<file path="config.mk">
export PLATFORM = sky130hd
export DESIGN_NAME = mcu_io_port
export DESIGN_NICKNAME = d
export VERILOG_FILES = /design/src/rtl/mcu_io_pkg.sv /design/src/rtl/mcu_io_debounce.sv /design/src/rtl/mcu_io_port.sv
export SDC_FILE = /design/constraint.sdc
export NUM_CORES = 1
export LEC_CHECK = 0
export CAP_MARGIN = 0
export CORE_MARGIN = 2
export CORE_UTILIZATION = 37
export DETAILED_ROUTE_END_ITERATION = 16
export PLACE_DENSITY = 0.59
export REMOVE_ABC_BUFFERS = 1
export SETUP_SLACK_MARGIN = 0.05
export SLEW_MARGIN = 20
export SYNTH_ARGS = -nofsm -noshare
export SYNTH_HDL_FRONTEND = slang
export SYNTH_SLANG_ARGS = --single-unit
</file>
<file path="constraint.sdc">
create_clock -name clk -period 1.7 [get_ports clk]
set_clock_uncertainty 0.1 [all_clocks]
set_input_delay 0.255 -clock clk [delete_from_list [all_inputs] [get_ports clk]]
set_output_delay 0.255 -clock clk [all_outputs]
set_load 0.02 [all_outputs]
</file>
<file path="src/rtl/mcu_io_pkg.sv">
// Shared constants for the MCU I/O port: register offsets above the
// output bank and the STATUS bit positions.
package mcu_io_pkg;

  localparam int ST_VALID   = 0;
  localparam int ST_OVERRUN = 1;

  // INDATA and STATUS sit directly above the output register bank.
  function automatic int addr_indata(input int n_out);
    return n_out;
  endfunction

  function automatic int addr_status(input int n_out);
    return n_out + 1;
  endfunction

endpackage

</file>
<file path="src/rtl/mcu_io_debounce.sv">
// Strobe conditioning: 2-flop synchroniser, stable-time debounce counter
// and a one-cycle pulse on the debounced inactive->active transition.
module mcu_io_debounce #(
  parameter int DEBOUNCE_CYC = 16,
  parameter bit ACT_LOW      = 1'b1
) (
  input  logic clk,
  input  logic reset,
  input  logic strobe,
  output logic press
);

  localparam int   CNT_W    = $clog2(DEBOUNCE_CYC + 1);
  localparam logic INACTIVE = ACT_LOW;

  logic             sync1;
  logic             sync2;
  logic             db_raw;
  logic [CNT_W-1:0] cnt;
  logic             toggle;

  // db_raw is kept at pin polarity so the compare with sync2 needs no inversion.
  assign toggle = (sync2 != db_raw) && (cnt == CNT_W'(DEBOUNCE_CYC - 1));

  always_ff @(posedge clk or negedge reset) begin
    if (!reset) begin
      sync1  <= 1'b0;
      sync2  <= 1'b0;
      db_raw <= INACTIVE;
      cnt    <= '0;
      press  <= 1'b0;
    end else begin
      sync1 <= strobe;
      sync2 <= sync1;
      press <= toggle && (db_raw == INACTIVE);
      if (sync2 == db_raw) begin
        cnt <= '0;
      end else if (toggle) begin
        db_raw <= ~db_raw;
        cnt    <= '0;
      end else if (cnt != CNT_W'(DEBOUNCE_CYC)) begin
        cnt <= cnt + 1'b1;
      end
    end
  end

endmodule

</file>
<file path="src/rtl/mcu_io_port.sv">
// Memory-mapped MCU I/O port: N output registers, a debounced switch
// capture register (INDATA) and a valid/overrun STATUS register.
module mcu_io_port
  import mcu_io_pkg::*;
#(
  parameter int DATA_W         = 8,
  parameter int ADDR_W         = 8,
  parameter int N_OUT          = 4,
  parameter int DEBOUNCE_CYC   = 16,
  parameter bit STROBE_ACT_LOW = 1'b1
) (
  input  logic                    clk,
  input  logic                    reset,
  input  logic                    write_enable,
  input  logic                    read_enable,
  input  logic [ADDR_W-1:0]       address,
  input  logic [DATA_W-1:0]       data_in,
  output logic [DATA_W-1:0]       data_out,
  input  logic [DATA_W:0]         fpga_in,
  output logic [N_OUT*DATA_W-1:0] port_out,
  output logic                    irq
);

  localparam logic [ADDR_W-1:0] A_INDATA = ADDR_W'(addr_indata(N_OUT));
  localparam logic [ADDR_W-1:0] A_STATUS = ADDR_W'(addr_status(N_OUT));

  logic [DATA_W-1:0] out_reg [N_OUT];
  logic [DATA_W-1:0] sw_sync1;
  logic [DATA_W-1:0] sw_sync2;
  logic [DATA_W-1:0] indata;
  logic [DATA_W-1:0] rd_data;
  logic              valid;
  logic              overrun;
  logic              capture;
  logic              sel_indata;
  logic              sel_status;
  logic              rd_indata;
  logic              wr_status;
  logic              valid_nxt;
  logic              overrun_nxt;

  mcu_io_debounce #(
    .DEBOUNCE_CYC (DEBOUNCE_CYC),
    .ACT_LOW      (STROBE_ACT_LOW)
  ) u_strobe (
    .clk    (clk),
    .reset  (reset),
    .strobe (fpga_in[DATA_W]),
    .press  (capture)
  );

  assign sel_indata = (address == A_INDATA);
  assign sel_status = (address == A_STATUS);
  assign rd_indata  = read_enable && sel_indata;
  assign wr_status  = write_enable && sel_status;

  // A read of INDATA racing a capture hands out the old value, so the new
  // capture must stay valid and must not count as an overrun.
  assign valid_nxt   = capture || (valid && !rd_indata);
  assign overrun_nxt = (capture && valid && !rd_indata) ||
                       (overrun && !(wr_status && data_in[ST_OVERRUN]));

  always_comb begin
    rd_data = '0;
    for (int k = 0; k < N_OUT; k++) begin
      if (address == ADDR_W'(k)) rd_data = out_reg[k];
    end
    if (sel_indata) rd_data = indata;
    if (sel_status) begin
      rd_data[ST_VALID]   = valid;
      rd_data[ST_OVERRUN] = overrun;
    end
  end

  always_ff @(posedge clk or negedge reset) begin
    if (!reset) begin
      for (int k = 0; k < N_OUT; k++) out_reg[k] <= '0;
      sw_sync1 <= '0;
      sw_sync2 <= '0;
      indata   <= '0;
      valid    <= 1'b0;
      overrun  <= 1'b0;
      irq      <= 1'b0;
      data_out <= '0;
    end else begin
      sw_sync1 <= fpga_in[DATA_W-1:0];
      sw_sync2 <= sw_sync1;
      for (int k = 0; k < N_OUT; k++) begin
        if (write_enable && (address == ADDR_W'(k))) out_reg[k] <= data_in;
      end
      if (read_enable) data_out <= rd_data;
      if (capture) indata <= sw_sync2;
      valid   <= valid_nxt;
      overrun <= overrun_nxt;
      irq     <= valid_nxt;
    end
  end

  for (genvar k = 0; k < N_OUT; k++) begin : g_port
    assign port_out[k*DATA_W +: DATA_W] = out_reg[k];
  end

endmodule

</file>
# [After elaboration in Yosys (flattened, before gate mapping)]
# Index checks and enable logic that the tools add are counted.
[totals] register_bits=75 wordCells=56 in_bits=29 out_inout_bits=41
[op_classes] bitwise_logic=2 n_mux=9 n_eq_ne=9 n_reduce_logical=20 add_sub_neg=1
[ops] op="2-to-1 mux 8 bit" n=5
[ops] op="== test 8 x 2 -> 1 bit (second input constant)" n=2
[ops] op="== test 8 x 3 -> 1 bit (second input constant)" n=2
[ops] op="2-to-1 mux 5 bit" n=3
[ops] op="logical AND 1 bit" n=13
[ops] op="== test 8 x 1 -> 1 bit (second input constant)" n=1
[ops] op="logical NOT 8 bit" n=1
[ops] op="adder 5 x 1 -> 5 bit (second input constant)" n=1
[ops] op="== test 5 x 4 -> 1 bit (second input constant)" n=1
[ops] op="inequality test 5 bit (second input constant)" n=1
[ops] op="nonzero test 3 bit" n=1
[ops] op="logical NOT 1 bit" n=2
[ops] op="logical OR 1 bit" n=2
[ops] op="2-to-1 mux 2 bit" n=1
[ops] op="NOT 1 bit" n=2
[ops] op="AND reduction 2 bit" n=1
[ops] op="== test 1 bit" n=1
[ops] op="inequality test 1 bit" n=1

# [Depth between registers and ports, before layout]
# Gate-level depths: netlist (run 1).
[logic_depth] ltp_word=7 depth_mapped=6 ltp_nobuf=5

# [Modules after synthesis]
# Synthesis (run 1) repeated with hierarchy kept, for this count alone.
[hier_totals] cells_unflattened=187 hier_area_um2=3010.4
[by_module_without_submodules] module="mcu_io_port" seq_area_each_um2=1651.6 n_inst=1 cells_per_inst=156 area_per_inst_um2=2617.5
[by_module_without_submodules] module="mcu_io_debounce" seq_area_each_um2=226.5 n_inst=1 cells_per_inst=31 area_per_inst_um2=392.9

# [Least setup slack after synthesis (run 1)]
# Ideal clock, no wire load.
[synth_timing] kind="in2reg" from="input address[5]" to="register out_reg, in the netlist port_out[0]" setup_time_ns=0.125 arrival_time_ns=1.784 required_ns=1.475 path_stages=5 path_buffers=1 path_slack_ns=-0.309 path_cell_list="or4_1 -> buf_2 -> nor3_4 -> nand3_2 -> mux2_2"
[synth_via] elab_chain_cells=2
[synth_rtl] item="from (decl)" line_no="mcu_io_port.sv:16" source="input logic [ADDR_W-1:0] address,"
[synth_rtl] item="logical NOT 8 bit" line_no="mcu_io_port.sv:89" source="if (write_enable && (address == ADDR_W'(k))) out_reg[k] <= data_in;"
[synth_rtl] item="logical AND 1 bit" line_no="mcu_io_port.sv:89"
[synth_rtl] item="to (signal, indexed assignment)" line_no="mcu_io_port.sv:89"
[synth_rtl] item="to (decl)" line_no="mcu_io_port.sv:27" source="logic [DATA_W-1:0] out_reg [N_OUT];"
# Every way passes these cells.
# A chain may end at the register's enable or synchronous reset.

# [Worst setup path in the final report (run 1)]
[layout_timing] from="input address[4]" to="register out_reg, in the netlist port_out[23]"
[layout_via] elab_chain_cells=2
[layout_rtl] item="== test 8 x 2 -> 1 bit" line_no="mcu_io_port.sv:89"
[layout_rtl] item="logical AND 1 bit" line_no="mcu_io_port.sv:89"
# Every way passes these cells.

==> impl_metrics.sql, run 1 <==
INSERT INTO impl_metrics (metric_group, metric, value, unit) VALUES
('run_status', 'status', 'finished, final reports clean', ''),
('drt', 'via_count', '2146', ''),
('timing', 'minimum_clock_period', '1.67', 'ns'),
('power', 'intPower', '2640', 'uW'),
('place', 'dp_hpwl', '4820', 'um'),
('synthesis', 'synth_sequential_area_ratio', '0.602', ''),
('synthesis', 'synth.yosys.warnings', '0', ''),
('synthesis', 'synth.ff_latch_count', '75', ''),
('grt', 'grt_pass1_vias', '2144', ''),
('power', 'seq_power_share', '0.534', ''),
('synthesis', 'netlist_top_cells_area', 'dfrtp_1 (59%), mux2_2 (16%), mux4_2 (2.9%), a21oi_1 (1.8%), mux2i_1 (1.3%)', ''),
('drt', 'post-route-drc-count', '0', ''),
('critical_path', 'worstReg2RegStart', 'u_strobe.cnt[0]', ''),
('grt', 'grt_remaining_overflow', '0', ''),
('timing', 'timing_worst_slew_pin_value', '0.409', 'ns'),
('clock_network', 'worstSkewPairLatency', '0.34', 'ns'),
('power', 'comb_power_share', '0.120', ''),
('synthesis', 'synth_area_leader_cell', 'dfrtp_1', ''),
('critical_path', 'crit_path_start_kind', 'input port', ''),
('power', 'power', '3550', 'uW'),
('place', 'final_weighted_congestion_of_routability_driven_global_placement', '0.775', ''),
('synthesis', 'synth_common_cells', 'dfrtp_1 (74), mux2_2 (44), a21oi_1 (11), nor2_1 (10)', ''),
('clock_network', 'ctsRootBufferMaster', 'clkbuf_8', ''),
('timing', 'timing.slew.headroom', '0.728', ''),
('critical_path', 'ff2ff_path_depth', '5', ''),
('finish', 'nNetsFinal', '351', ''),
('synthesis', 'synthesis.instances', '223', ''),
('critical_path', 'cp_max_fo', '8', ''),
('grt', 'pin_count_of_the_biggest_net_entering_global_routing', '76', ''),
('timing', 'setup-violations-final', '0', ''),
('clock_network', 'cts_tree', 'done', ''),
('critical_path', 'worst-r2r-setup-slack', '0.17', 'ns'),
('clock_network', 'clockBufferDepth', '2', ''),
('grt', 'grtUsageTotal', '0.159', ''),
('clock_network', 'cts-htree-levels', '3', ''),
('critical_path', 'timing_worst_setup_path_type', 'input port to flop', ''),
('power', 'p_per_area', '814', 'mW/mm2'),
('floorplanning', 'pin_count', '70', ''),
('finish', 'antenna_cells_inserted', '0', ''),
('finish', 'drive_above_1_share', '0.332', ''),
('drt', 'drt_pass1_iterations', '4', ''),
('clock_network', 'cts_made_buffers', '9', ''),
('critical_path', 'timing.critical_path.required', '1.82', 'ns'),
('drt', 'drt.antenna.violating_nets', '0', ''),
('timing', 'finalHoldViolations', '0', ''),
('timing', 'unrepaired_setup_endpoints_after_global_routing', 'true', ''),
('finish', 'area.growth.synth_to_final', '39.9', '%'),
('power', 'ir_worst_vdd', '0.394', 'mV'),
('critical_path', 'timing.critical_path.to', 'port_out[23]', ''),
('power', 'switching_share', '0.257', ''),
('finish', 'final_util', '0.534', ''),
('synthesis', 'most_common_cell_in_the_synthesized_netlist', 'dfrtp_1', ''),
('drt', 'met2WireLength', '3400', 'um'),
('floorplanning', 'fp.dieArea', '0.00918', 'mm2'),
('synthesis', 'synth.top_cell.area_share', '0.593', ''),
('grt', 'global_route_wire_length_before_repair', '10900', 'um'),
('floorplanning', 'core_region_area', '0.00818', 'mm2'),
('critical_path', 'crit-reg2reg-capture', 'u_strobe.cnt[0]', ''),
('synthesis', 'synth-main-ff-cell', 'dfrtp_1', ''),
('grt', 'grt_antenna_before_repair', '0', ''),
('drt', 'met3WireLength', '247', 'um'),
('power', 'share_clk_of_total_power', '0.346', ''),
('floorplanning', 'initial_cell_density_of_the_core', '0.382', ''),
('floorplanning', 'dieWidth', '95.8', 'um'),
('critical_path', 'endpoint_kind', 'flop', ''),
('synthesis', 'syn_avg_cell_area', '14.0', 'um2'),
('timing', 'maxClockFrequency', '599', 'MHz'),
('timing', 'min_period_over_period', '0.982', ''),
('drt', 'routed_via_density', '4.99', ''),
('power', 'cellLeakagePower', '0.00223', 'uW'),
('power', 'power_dissipated_by_switching_net_loads', '914', 'uW');
## cells by family after synthesis
kind of cell | count (synthesis) | share of synthesized area
AO/OA/AOI/OAI | 26 | 0.0569
XOR/XNOR | 4 | 0.0112
adder cells (fa/ha/maj) | 2 | 0.00802
buffers and inverters | 15 | 0.0192
flip-flops | 75 | 0.602
multiplexers | 52 | 0.200
AND/OR/NAND/NOR | 49 | 0.102
## placed cells by master (no fill, tap or decap), types with 5 or more instances in the layout
cell / count
nor2_1: 9
buf_12: 5
clkbuf_8: 10
mux2_2: 42
dlygate4sd2_1: 41
dfrtp_1: 74
buf_6: 6
nand2_1: 7
buf_4: 18
clkdlybuf4s50_1: 19
nand3_1: 7
a21oi_1: 11
## worst min-delay path by stage
stage / start / endpoint / slack, ns / cells past startpoint
finish: address[6] / data_out[0] / 0.24 / 5
global route: fpga_in[1] / sw_sync1[1] / 0.23 / 1
CTS: address[6] / data_out[0] / 0.22 / 5
detailed placement: reset / port_out[1] / 0.22 / 2
global placement: reset / port_out[1] / 0.22 / 2
floorplan: reset / data_out[0] / -0.14 / 0
## power by group through the flow
stage / logic (uW) / registers, uW / clock network [uW]
floorplan: 95.0 / 1980 / 0
global placement: 421 / 1930 / 0
detailed placement: 425 / 1940 / 0
CTS: 409 / 1900 / 1260
global route: 462 / 1910 / 1360
finish: 425 / 1900 / 1230
## worst max-delay path: stages
cell and delay, ns:
buf_6 0.09, or4_4 0.55, nor3_4 0.18, buf_12 0.15, nand4b_4 0.21, mux2_4 0.35
## state kept, by name, indices dropped and copies added, names as in the netlist, 5 cells and up
signal	cells
data_out	8
indata	8
port_out	32
sw_sync1	8
sw_sync2	8
u_strobe.cnt	5
## final cells by class
type	instances	area [um2]
multi-input combinational	133	1230
timing repair buffer	97	932
clock inverter	5	37.5
sequential	75	1880
inverter	4	15.0
tap	105	131
clock buffer	11	141
fill	719	3810
## stage by stage
stage / setup TNS [ns] / worst slack (ns) / instance area (um2) / hold slack, ns / cells
2_1_floorplan: -9.74 / -0.319 / 3080 / -0.141 / 212
3_3_place_gp: -26.10 / -0.754 / 4050 / 0.220 / 402
3_5_place_dp: -26.10 / -0.747 / 4050 / 0.219 / 402
4_1_cts: -0.0538 / -0.0316 / 4260 / 0.224 / 421
5_1_grt: 0 / 0.00699 / 4370 / 0.229 / 430
6_report: 0 / 0.0308 / 4370 / 0.239 / 430
## per-layer routing
| metal | GRT usage | vias up |
|---|---|---|
| li1 | - | 1006 |
| met4 | 0.0571 | 0 |
| met3 | 0.0282 | 10 |
| met1 | 0.217 | 1083 |
| met5 | 0 | - |
| met2 | 0.258 | 47 |
## repair_timing
action,CTS,global route
resized for setup,71,10
buffers inserted,2,9
endpoints found under the setup margin,82,39
hold endpoints to repair,74,0
hold buffers,1,0
pin swaps,7,5
(Power assumes the default switching activity.)
==> run 2: changes to the inputs <==
==> constraint.sdc (replaced) <==
create_clock -name clk -period 1.75 [get_ports clk]
set_clock_uncertainty 0.1 [all_clocks]
set_input_delay 0.2625 -clock clk [delete_from_list [all_inputs] [get_ports clk]]
set_output_delay 0.2625 -clock clk [all_outputs]
set_load 0.02 [all_outputs]
==> run 2 against run 1 <==
Effect of this change: cell area decreased by 1.1%; via count decreased by 1.5%; sequential power decreased by 3%; register-to-register slack improved by 0.03 ns; core utilization decreased by 0.58 points; global-route usage increased by 0.31 points; combinational power decreased by 6.8%; critical path depth unchanged; critical path type unchanged; largest cell class unchanged.
==> impl_metrics.sql, run 2 (synthesis results as in run 1) <==
INSERT INTO impl_metrics (metric_group, metric, value, unit) VALUES
('floorplanning', 'fp-row-count', '33', ''),
('grt', 'grt_remaining_overflow', '0', ''),
('finish', 'leading_cell_type_in_the_layout_fill_and_taps_excluded', 'dfrtp_1', ''),
('drt', 'met2WireLength', '3380', 'um'),
('clock_network', 'worstSkewPairLatency', '0.34', 'ns'),
('timing', 'final_max_slew_viol_count', '0', ''),
('timing', 'timing_worst_slew_pin_value', '0.412', 'ns'),
('finish', 'antenna_cells_inserted', '0', ''),
('timing', 'final.setup.worst_slack', '0.0585', 'ns'),
('finish', 'final_util', '0.528', ''),
('power', 'intPower', '2800', 'uW'),
('finish', 'largest_register_ffs', '32', ''),
('min_path', 'hold_path_origin', 'sw_sync1[5]', ''),
('floorplanning', 'fp.dieArea', '0.00918', 'mm2'),
('drt', 'post-route-drc-count', '0', ''),
('power', 'share_clk_of_total_power', '0.386', ''),
('drt', 'via_count', '2114', ''),
('critical_path', 'cp_max_fo', '18', ''),
('timing', 'maxClockFrequency', '591', 'MHz'),
('timing', 'minimum_clock_period', '1.69', 'ns'),
('power', 'comb_power_share', '0.109', ''),
('place', 'detailed_place.area', '0.00404', 'mm2'),
('clock_network', 'cts.sinks', '75', ''),
('power', 'switching_share', '0.233', ''),
('power', 'power', '3650', 'uW'),
('finish', 'mostFrequentLayoutCells', 'dfrtp_1 (74), mux2_2 (43), dlygate4sd2_1 (31)', ''),
('critical_path', 'cp.arrival', '1.87', 'ns'),
('flow_run', 'max_cap_violations', '0', ''),
('timing', 'min_period_over_period', '0.967', ''),
('finish', 'nNetsFinal', '342', ''),
('critical_path', 'worstReg2RegStart', 'u_strobe.cnt[0]', ''),
('drt', 'met1_length', '3070', 'um'),
('power', 'seq_power_share', '0.505', ''),
('critical_path', 'crit-reg2reg-capture', 'u_strobe.cnt[0]', ''),
('drt', 'wl_per_cell', '16.3', 'um'),
('place', 'place_ws', '-0.716', 'ns'),
('critical_path', 'timing_worst_setup_path_type', 'input port to flop', ''),
('floorplanning', 'dieWidth', '95.8', 'um'),
('power', 'cellLeakagePower', '0.00224', 'uW'),
('critical_path', 'ff2ff_path_depth', '5', ''),
('power', 'p_per_area', '845', 'mW/mm2'),
('place', 'final_weighted_congestion_of_routability_driven_global_placement', '0.767', ''),
('grt', 'grt_antenna_before_repair', '0', ''),
('timing', 'setup-violations-final', '0', ''),
('drt', 'drt_pass1_iterations', '4', ''),
('clock_network', 'cts-htree-levels', '3', ''),
('floorplanning', 'core_region_area', '0.00818', 'mm2'),
('power', 'power_dissipated_by_switching_net_loads', '852', 'uW'),
('timing', 'unrepaired_setup_endpoints_after_global_routing', 'true', ''),
('min_path', 'whs_path_depth', '0', ''),
('clock_network', 'clockBufferDepth', '2', ''),
('finish', 'design_area', '0.00432', 'mm2'),
('clock_network', 'cts_made_buffers', '9', ''),
('clock_network', 'path_clk_slew', '0.07', 'ns'),
('critical_path', 'endpoint_kind', 'flop', ''),
('timing', 'finalHoldViolations', '0', ''),
('run_status', 'status', 'finished, final reports clean', ''),
('grt', 'grt_pass1_vias', '2154', ''),
('floorplanning', 'pin_count', '70', ''),
('grt', 'pin_count_of_the_biggest_net_entering_global_routing', '76', ''),
('min_path', 'hold-path-endpoint', 'sw_sync2[5]', ''),
('timing', 'timing.slew.headroom', '0.725', ''),
('finish', 'drive_above_1_share', '0.301', ''),
('critical_path', 'timing.critical_path.required', '1.93', 'ns'),
('finish', 'area.growth.synth_to_final', '38.4', '%'),
('drt', 'drt.antenna.violating_nets', '0', ''),
('min_path', 'worstHoldPathType', 'flop to flop', ''),
('drt', 'met3WireLength', '282', 'um'),
('drt', 'drt-initial-drc-count', '88', ''),
('drt', 'routed_via_density', '5.02', ''),
('drt', 'top_signal_layer_used', 'met4', ''),
('critical_path', 'worst-r2r-setup-slack', '0.20', 'ns'),
('grt', 'grtUsageTotal', '0.163', ''),
('clock_network', 'cts_tree', 'done', ''),
('critical_path', 'crit_path_start_kind', 'input port', ''),
('place', 'dp_hpwl', '4750', 'um'),
('floorplanning', 'die_height', '95.8', 'um'),
('place', 'io_buffer_count', '69', ''),
('grt', 'global_route_wire_length_before_repair', '11000', 'um'),
('clock_network', 'ctsRootBufferMaster', 'clkbuf_8', ''),
('power', 'ir_worst_vdd', '0.452', 'mV'),
('drt', 'postRouteWirelength', '6870', 'um'),
('floorplanning', 'initial_cell_density_of_the_core', '0.382', '');
[run 2: changes by cell type in the layout (fill, tap and decap cells not counted), moves of 2 or more]
| cell | previous run | this run |
|---|---|---|
| clkdlybuf4s50_1 | 19 | 25 |
| buf_6 | 6 | 4 |
| buf_4 | 18 | 11 |
| clkinvlp_4 | 2 | 0 |
| dlygate4sd2_1 | 41 | 31 |
| o32ai_1 | 1 | 3 |
| dlymetal6s2s_1 | 4 | 8 |
| bufinv_16 | 0 | 2 |
| o32ai_2 | 2 | 0 |
[run 2: how the worst max path moves through the flow]
| stage | from | to | slack, ns |
|---|---|---|---|
| floorplan | address[5] | port_out[0] | -0.28 |
| global placement | address[5] | port_out[5] | -0.71 |
| detailed placement | address[5] | port_out[5] | -0.72 |
| CTS | address[6] | port_out[23] | 0.009 |
| global route | address[1] | data_out[0] | -0.004 |
| finish | address[1] | data_out[0] | 0.06 |
[run 2: area by class of cell]
type / instances / area (um2)
Clock inverter: 5 / 78.8
Timing Repair Buffer: 88 / 875
Clock buffer: 11 / 131
Sequential cell: 75 / 1880
Tap cell: 105 / 131
Fill cell: 732 / 3860
Inverter: 4 / 15.0
Multi-Input combinational cell: 133 / 1210
[run 2: what timing repair did]
item,CTS,global route
buffers inserted,2,1
gates resized for setup,54,14
pin swaps,3,3
setup endpoints to repair,73,40
hold endpoints to repair,74,0
hold buffers,1,0
[run 2: critical path, stage by stage]
cell and delay, ns:
clkdlybuf4s50_1 0.51, buf_8 0.19, or3b_2 0.47, o32ai_1 0.22, a21oi_1 0.13, nand2_1 0.08
[run 2: power groups by stage]
stage,sequential (uW),combinational (uW),clock (uW)
2_1_floorplan,1920,92.3,0
3_3_place_gp,1880,408,0
3_5_place_dp,1880,410,0
6_report,1840,396,1410
4_1_cts,1840,398,1460
5_1_grt,1850,433,1540
[run 2: layer usage]
metal / global-route usage / vias up
met1: 0.220 / 1062
met4: 0.0750 / 0
met5: 0 / -
li1: - / 993
met2: 0.255 / 49
met3: 0.0298 / 10
[run 2: per-stage QoR]
stage / hold slack, ns / setup TNS (ns) / cells
2_1_floorplan: -0.133 / -8.34 / 212
3_3_place_gp: 0.228 / -24.14 / 401
3_5_place_dp: 0.232 / -24.26 / 401
4_1_cts: 0.231 / 0 / 420
5_1_grt: 0.236 / -0.00395 / 421
6_report: 0.250 / 0 / 421
